--- src/rtl/neopixel_driver.sv ---
// rtl/neopixel_driver.sv - WS2812 frame buffer and single-wire serializer
module neopixel_driver #(
    parameter int NUM_PIXELS   = 5,
    parameter int BIT_CYCLES   = 63,
    parameter int T0H_CYCLES   = 18,
    parameter int T1H_CYCLES   = 35,
    parameter int RESET_CYCLES = 2500
) (
    input  logic       clock,
    input  logic       reset,
    input  logic       load_color,
    input  logic [2:0] pixel_index,
    input  logic [1:0] color_index,
    input  logic [7:0] color_level,
    input  logic       send_it,
    output logic       neo_data,
    output logic       ready_to_load,
    output logic       ready_to_send,
    output logic       begin_send,
    output logic       done_send,
    output logic       done_wait
);
    localparam int CW = (BIT_CYCLES > 1) ? $clog2(BIT_CYCLES) : 1;
    localparam int PW = (NUM_PIXELS > 1) ? $clog2(NUM_PIXELS) : 1;
    localparam int LW = (RESET_CYCLES > 1) ? $clog2(RESET_CYCLES) : 1;
    localparam logic [CW-1:0] BIT_LAST   = CW'(BIT_CYCLES - 1);
    localparam logic [CW-1:0] T0H        = CW'(T0H_CYCLES);
    localparam logic [CW-1:0] T1H        = CW'(T1H_CYCLES);
    localparam logic [PW-1:0] PIX_LAST   = PW'(NUM_PIXELS - 1);
    localparam logic [LW-1:0] LATCH_LAST = LW'(RESET_CYCLES - 1);

    typedef enum logic [1:0] {IDLE, SEND, LATCH} state_t;

    state_t          state, state_n;
    logic [CW-1:0]   bit_cyc, bit_cyc_n;
    logic [4:0]      bit_idx, bit_idx_n;
    logic [PW-1:0]   pix, pix_n;
    logic [LW-1:0]   latch_cnt, latch_cnt_n;
    logic            neo_n;
    logic [1:0]      col_sel;
    logic            cur_bit;
    logic [7:0]      pix_mem [NUM_PIXELS][3];

    // Wire order per pixel is green, red, blue; ~bit_idx[2:0] walks MSB first.
    always_comb begin
        if (bit_idx < 5'd8)
            col_sel = 2'd1;
        else if (bit_idx < 5'd16)
            col_sel = 2'd0;
        else
            col_sel = 2'd2;
        cur_bit = pix_mem[pix][col_sel][~bit_idx[2:0]];
    end

    always_ff @(posedge clock or negedge reset) begin
        if (!reset) begin
            for (int p = 0; p < NUM_PIXELS; p++)
                for (int c = 0; c < 3; c++)
                    pix_mem[p][c] <= 8'h00;
        end else if (state == IDLE && load_color &&
                     int'(pixel_index) < NUM_PIXELS && color_index != 2'd3) begin
            pix_mem[pixel_index][color_index] <= color_level;
        end
    end

    always_ff @(posedge clock or negedge reset) begin
        if (!reset) begin
            state     <= IDLE;
            bit_cyc   <= '0;
            bit_idx   <= '0;
            pix       <= '0;
            latch_cnt <= '0;
            neo_data  <= 1'b0;
        end else begin
            state     <= state_n;
            bit_cyc   <= bit_cyc_n;
            bit_idx   <= bit_idx_n;
            pix       <= pix_n;
            latch_cnt <= latch_cnt_n;
            neo_data  <= neo_n;
        end
    end

    // neo_n is the line level for the next cycle; every bit starts high.
    always_comb begin
        state_n       = state;
        bit_cyc_n     = bit_cyc;
        bit_idx_n     = bit_idx;
        pix_n         = pix;
        latch_cnt_n   = latch_cnt;
        neo_n         = 1'b0;
        ready_to_load = 1'b0;
        ready_to_send = 1'b0;
        begin_send    = 1'b0;
        done_send     = 1'b0;
        done_wait     = 1'b0;
        case (state)
            IDLE: begin
                ready_to_load = 1'b1;
                ready_to_send = 1'b1;
                if (send_it) begin
                    state_n   = SEND;
                    bit_cyc_n = '0;
                    bit_idx_n = '0;
                    pix_n     = '0;
                    neo_n     = 1'b1;
                end
            end
            SEND: begin
                begin_send = (pix == '0) && (bit_idx == 5'd0) && (bit_cyc == '0);
                if (bit_cyc == BIT_LAST) begin
                    bit_cyc_n = '0;
                    neo_n     = 1'b1;
                    if (bit_idx == 5'd23) begin
                        bit_idx_n = '0;
                        if (pix == PIX_LAST) begin
                            state_n     = LATCH;
                            latch_cnt_n = '0;
                            neo_n       = 1'b0;
                        end else begin
                            pix_n = pix + 1'b1;
                        end
                    end else begin
                        bit_idx_n = bit_idx + 5'd1;
                    end
                end else begin
                    bit_cyc_n = bit_cyc + 1'b1;
                    neo_n     = bit_cyc_n < (cur_bit ? T1H : T0H);
                end
            end
            LATCH: begin
                done_send = (latch_cnt == '0);
                done_wait = (latch_cnt == LATCH_LAST);
                if (latch_cnt == LATCH_LAST) begin
                    state_n     = IDLE;
                    latch_cnt_n = '0;
                end else begin
                    latch_cnt_n = latch_cnt + 1'b1;
                end
            end
            default: state_n = IDLE;
        endcase
    end
endmodule

--- config.mk ---
export PLATFORM = sky130hd
export DESIGN_NAME = neopixel_driver
export DESIGN_NICKNAME = d
export VERILOG_FILES = /design/src/rtl/neopixel_driver.sv
export SDC_FILE = /design/constraint.sdc
export NUM_CORES = 1
export LEC_CHECK = 0
export CORE_MARGIN = 1.5
export CORE_UTILIZATION = 55
export CTS_BUF_LIST = sky130_fd_sc_hd__clkbuf_16
export DETAILED_ROUTE_END_ITERATION = 6
export GPL_TIMING_DRIVEN = 0
export PLACE_DENSITY = 0.84
export RECOVER_POWER = 50
export SLEW_MARGIN = 5
export SYNTH_ARGS = -nofsm -noshare
export SYNTH_HDL_FRONTEND = slang
export SYNTH_SLANG_ARGS = --single-unit
export TNS_END_PERCENT = 100
--- constraint.sdc ---
create_clock -name clock -period 6.5 [get_ports clock]
set_input_delay 0.975 -clock clock [delete_from_list [all_inputs] [get_ports clock]]
set_output_delay 0.975 -clock clock [all_outputs]
set_load 0.01 [all_outputs]
# Word level (Yosys, flattened, before mapping)
# Cells that the tools add are included.
[classes] addsub=4 n_lt_le_gt_ge=11 eq_ne=13 n_mux=48 n_bitwise=5 n_reduce_logical=19
[op_table] op="120-bit bitwise mux" n=1
[op_table] op="24-bit binary-select mux with 3-bit select" n=1
[op_table] op="24-bit demux with 3-bit select" n=1
[op_table] op="24-bit two-way mux" n=3
[op_table] op="12-bit two-way mux" n=4
[op_table] op="8-bit two-way mux" n=3
[op_table] op="12-bit case mux with 2 select lines" n=1
[op_table] op="6-bit two-way mux" n=3
[op_table] op="8-bit binary-select mux with 2-bit select" n=1
[op_table] op="8-bit demux with 2-bit select" n=1
[op_table] op="5-bit two-way mux" n=3
[op_table] op="2-bit two-way mux" n=7
[op_table] op="2-bit != test, second input constant" n=7
[op_table] op="12-bit by 1-bit adder with 12-bit output, second input constant" n=1
[op_table] op="12-bit equality test, second input constant" n=1
[op_table] op="12-bit zero test" n=1
[op_table] op="3-bit two-way mux" n=4
[op_table] op="6-bit case mux with 2 select lines" n=1
[op_table] op="5-bit case mux with 2 select lines" n=1
[op_table] op="5-bit AND reduction" n=2
[op_table] op="1-bit two-way mux" n=9
[op_table] op="4-bit greater-or-equal comparator, second input constant" n=2
[op_table] op="3-bit NOT with 4-bit output" n=2
[op_table] op="1-bit logical AND" n=7
[op_table] op="30 further kinds" n=33
[totals] reg_bits=149 inputBits=17 output_inout_bits=6 wordCells=121

# Longest topological paths before layout
[depth] depth_word=13 ltp_mapped=15 mapped_depth_nobuf=12

# Worst setup path before layout
# No wires, ideal clock.
[synth_path] path_kind="reg2reg" from="register pix[0]" to="register neo_data" setup_time_ps=120 t_arrival_ps=2615 t_required_ps=6380 setup_slack_ps=3766 stages_incl_launch_ff=14 path_buffers=1 period_less_slack_ps=2734 path_cell_list="dfrtp_1 -> buf_6 -> mux2_4 -> nand2_1 -> a21oi_1 -> o311ai_0 -> a2111oi_2 -> a211o_1 -> and2_1 -> ha_1 -> o21ai_0 -> a222oi_1 -> o21ai_0 -> a31o_1"
[synth_between] elab_chain_len=13
[synth_lines] element="from (decl)" line_no="37" source="logic [PW-1:0] pix, pix_n;"
[synth_lines] element="from (signal assigned)" line_no="78" source="pix <= pix_n;"
[synth_lines] element="3-bit NOT with 4-bit output (not written as such)" line_no="52" source="cur_bit = pix_mem[pix][col_sel][~bit_idx[2:0]];"
[synth_lines] element="24-bit binary-select mux with 3-bit select" line_no="52"
[synth_lines] element="24-bit two-way mux (not written as such) (2 in series)" line_no="52"
[synth_lines] element="8-bit binary-select mux with 2-bit select" line_no="52"
[synth_lines] element="8-bit two-way mux (not written as such) (2 in series)" line_no="52"
[synth_lines] element="1-bit binary-select mux with 3-bit select" line_no="52"
[synth_lines] element="1-bit two-way mux (not written as such)" line_no="52"
[synth_lines] element="6-bit two-way mux" line_no="128" source="neo_n = bit_cyc_n < (cur_bit ? T1H : T0H);"
[synth_lines] element="6-bit < comparator" line_no="128"
[synth_lines] element="1-bit two-way mux *" line_no="111" source="if (bit_cyc == BIT_LAST) begin"
[synth_lines] element="1-bit case mux with 2 select lines *" line_no="97" source="case (state)"
[synth_lines] element="via neo_n" line_no="39" source="logic neo_n;"
[synth_lines] element="to (signal assigned)" line_no="80" source="neo_data <= neo_n;"
[synth_lines] element="to (decl)" line_no="16" source="output logic neo_data,"
# The timed path passes the listed nets; every way through them passes the cells marked *. The select of a mux whose other input is x is not followed.
# A chain may end at the register's enable or synchronous reset.

# Final worst setup path
[layout_path] from="register bit_idx[0]" to="output begin_send"
[layout_between] elab_chain_len=4
[layout_lines] element="from (decl)" line_no="36" source="logic [4:0] bit_idx, bit_idx_n;"
[layout_lines] element="from (signal assigned)" line_no="77" source="bit_idx <= bit_idx_n;"
[layout_lines] element="5-bit zero test" line_no="110" source="begin_send = (pix == '0) && (bit_idx == 5'd0) && (bit_cyc == '0);"
[layout_lines] element="1-bit logical AND (2 in series)" line_no="110"
[layout_lines] element="1-bit two-way mux" line_no="97"
[layout_lines] element="to (decl)" line_no="19" source="output logic begin_send,"
# Every way passes these cells.

==> flow_summary.json <==
{
  "diodes": 0,
  "routed_via_density": 6.32,
  "cts_setup_buffers": 0,
  "io-pin-count": 23,
  "fin_nets": 706,
  "leakage_uw": 0.00407,
  "arrival_ns": 2.92,
  "vias": 5451,
  "grt_max_degree": 92,
  "power_density_nw_per_um2": 271,
  "grt_setup_unrepaired": "false",
  "min_path_type": "reg2reg",
  "synth_top_area_share": 0.496,
  "antenna_found_initial": 0,
  "ys.flop_type": "dfrtp_1",
  "slew_headroom": -1.15,
  "dp_hpwl_um": 12500,
  "chipWidth_um": 120,
  "drc": 0,
  "worst_slew_pin_slew_ns": 3.22,
  "post-route-period-util": 0.599,
  "initial_core_util": 0.565,
  "synth_area_leaders": "dfrtp_1, mux2_2, mux2i_1",
  "syn_area_um2": 7510,
  "postCtsHoldBufs": 0,
  "endpoint_kind": "primary output",
  "drive_above_1_share": 0.275,
  "grt_pass1_wl_um": 30100,
  "outcome": "complete, but fails checks",
  "totalWireLength_um": 18600,
  "ys_async_sr_fraction": 1.00,
  "ir_drop_mv": 0.191,
  "synthCells": 637,
  "synth_fp_nets": 665,
  "synth_top_area_cell": "dfrtp_1",
  "slowest_stage": "clkdlybuf4s50_1",
  "path_buf_inv": 4,
  "rows": 42,
  "area_growth_pct": 13.0,
  "synth-edff-count": 0,
  "worstSetupPathType": "reg2out",
  "start_kind": "flip-flop",
  "maxCapViolCount": 1,
  "setup_viol": 0,
  "avgSynthCellArea_um2": 11.8,
  "hold_viol": 0,
  "clock_latency_ns": 0.42,
  "cts.htree.levels": 4,
  "cts_buffers": 17,
  "fillerInstances": 990,
  "seq_area_frac_synth": 0.496,
  "period_minus_slack_ns": 3.89,
  "violations": "max-capacitance violations, max-slew violations",
  "cts_sinks": 149,
  "crit_path_max_fanout": 10,
  "portBuffers": 21,
  "gp_congestion": 0.920,
  "place_ws_ns": 3.12,
  "ys_ff_latch": 149,
  "cts_resized": 0,
  "wire_per_inst_um": 21.6,
  "dr.pass1.iters": 5,
  "final_core_util": 0.638,
  "grt_pass1_vias": 5638,
  "die-area_um2": 14400,
  "critPathMaxStageDelay_ns": 0.54,
  "slew_violations": 59,
  "crit_chain": "buf_2 -> inv_1 -> clkbuf_1 -> ha_1 -> nor4bb_1 -> and4_1 -> clkdlybuf4s50_1",
  "grt.overflow.total": 0,
  "crit_family": "buffers and inverters",
  "fmax_ghz": 0.257,
  "ant_nets": 0,
  "root_buffer": "clkbuf_16",
  "path_clk_slew_ns": 0.06,
  "cts_tree": "yes",
  "worstPathRequired_ns": 5.52,
  "ctsLongestPathBuffers": 2,
  "track_usage": 0.277,
  "die_y_um": 120,
  "layout_setup_ws_ns": 2.61,
  "ys_types": 69,
  "core_area_um2": 13300,
  "clock-skew-final_ns": 0.00616,
  "drt_iter0_markers": 625,
  "ys_warn_count": 0
}
==> where the power goes <==
part	switching [µW]	internal, µW
combinational	249	153
sequential	37.4	964
clock	356	544
==> routing by layer <==
| metal | share of wire | vias up | wire, µm | track usage |
|---|---|---|---|---|
| li1 | - | 2396 | - | - |
| met1 | 0.41 | 2770 | 7660 | 0.361 |
| met4 | 0.024 | 0 | 440 | 0.107 |
| met5 | 0 | - | 0 | 0 |
| met3 | 0.070 | 40 | 1310 | 0.0623 |
| met2 | 0.49 | 245 | 9220 | 0.455 |
==> state kept, by name, indices dropped and copies added, names as in the netlist <==
register,flops
state,2
pix,3
neo_data,1
bit_idx,5
pix_mem,120
latch_cnt,12
bit_cyc,6
==> cell usage in the layout (no fill, tap or decap), types with 7 or more instances in the layout <==
master	synthesis	routed
nand2_1	57	57
dfrtp_1	149	149
nand3_1	18	18
a21oi_1	21	21
nor3_1	9	9
mux2_2	125	125
clkbuf_16	0	17
nor2b_1	10	10
clkdlybuf4s50_1	0	20
xor2_1	7	7
ha_1	11	11
mux2i_1	26	26
o221ai_1	7	7
nand2b_1	9	9
nor2_1	28	28
clkbuf_1	16	17
inv_1	10	13
o21ai_0	27	27
==> final cells by class <==
cell class | instances | area (µm²) | area share
Sequential cell | 149 | 3730 | 0.439
Multi-Input combinational cell | 442 | 3540 | 0.417
Clock buffer | 17 | 425 | 0.0501
Timing Repair Buffer | 22 | 231 | 0.0273
Tap cell | 176 | 220 | 0.0259
Buffer | 35 | 200 | 0.0236
Clock inverter | 11 | 98.8 | 0.0116
Inverter | 11 | 41.3 | 0.00487
==> stage by stage <==
step           std cells  instance area, µm²  hold WS [ns]  power [µW]  setup TNS (ns)
6_report             863                8490         0.501        2300               0
5_1_grt              863                8490         0.507        2390               0
4_1_cts              863                8490         0.502        2300               0
3_5_place_dp         835                7970         0.489        1400               0
3_3_place_gp         834                7940         0.480        1390         -170.55
2_1_floorplan        637                7510         0.460        1270               0
==> kinds of logic (layout without fill, tap and decap cells) <==
kind of cell	count (synthesis)	in the layout	share of synthesized area
adder cells (fa/ha/maj)	11	11	0.0183
AO/OA/AOI/OAI	96	96	0.0856
flip-flops	149	149	0.496
AND/OR/NAND/NOR	167	167	0.114
buffers and inverters	46	96	0.0322
multiplexers	158	158	0.242
XOR/XNOR	10	10	0.0117
==> cells in the mapped netlist (4+ instances only) <==
cell / n
and3_1: 4
nor2b_1: 10
nand2_1: 57
o31ai_1: 5
o21ai_0: 27
nor4_1: 4
buf_4: 4
o221ai_1: 7
a21oi_1: 21
nand3_1: 18
nor3_1: 9
mux2_2: 125
o22ai_1: 4
buf_6: 6
xor2_1: 7
mux4_2: 6
buf_2: 6
mux2i_1: 26
dfrtp_1: 149
clkbuf_1: 16
nand2b_1: 9
nor2_1: 28
inv_1: 10
ha_1: 11
==> final timing paths <==
kind / startpoint / endpoint / slack (ns) / depth (start not counted)
min in group asynchronous: reset / bit_cyc[2]$_DFFE_PN0P_ / 1.62 / 1
worst max register to register: bit_idx[0]$_DFFE_PN0P_ / neo_data$_DFF_PN0_ / 3.15 / 13
max in group asynchronous: reset / pix_mem[68]$_DFFE_PN0P_ / 3.06 / 1
worst min register to register: pix_mem[30]$_DFFE_PN0P_ / pix_mem[30]$_DFFE_PN0P_ / 0.50 / 1
worst min-delay path: pix_mem[30]$_DFFE_PN0P_ / pix_mem[30]$_DFFE_PN0P_ / 0.50 / 1
worst max-delay path: bit_idx[0]$_DFFE_PN0P_ / begin_send / 2.61 / 7
No activity file was read; power rests on OpenSTA's default activity.
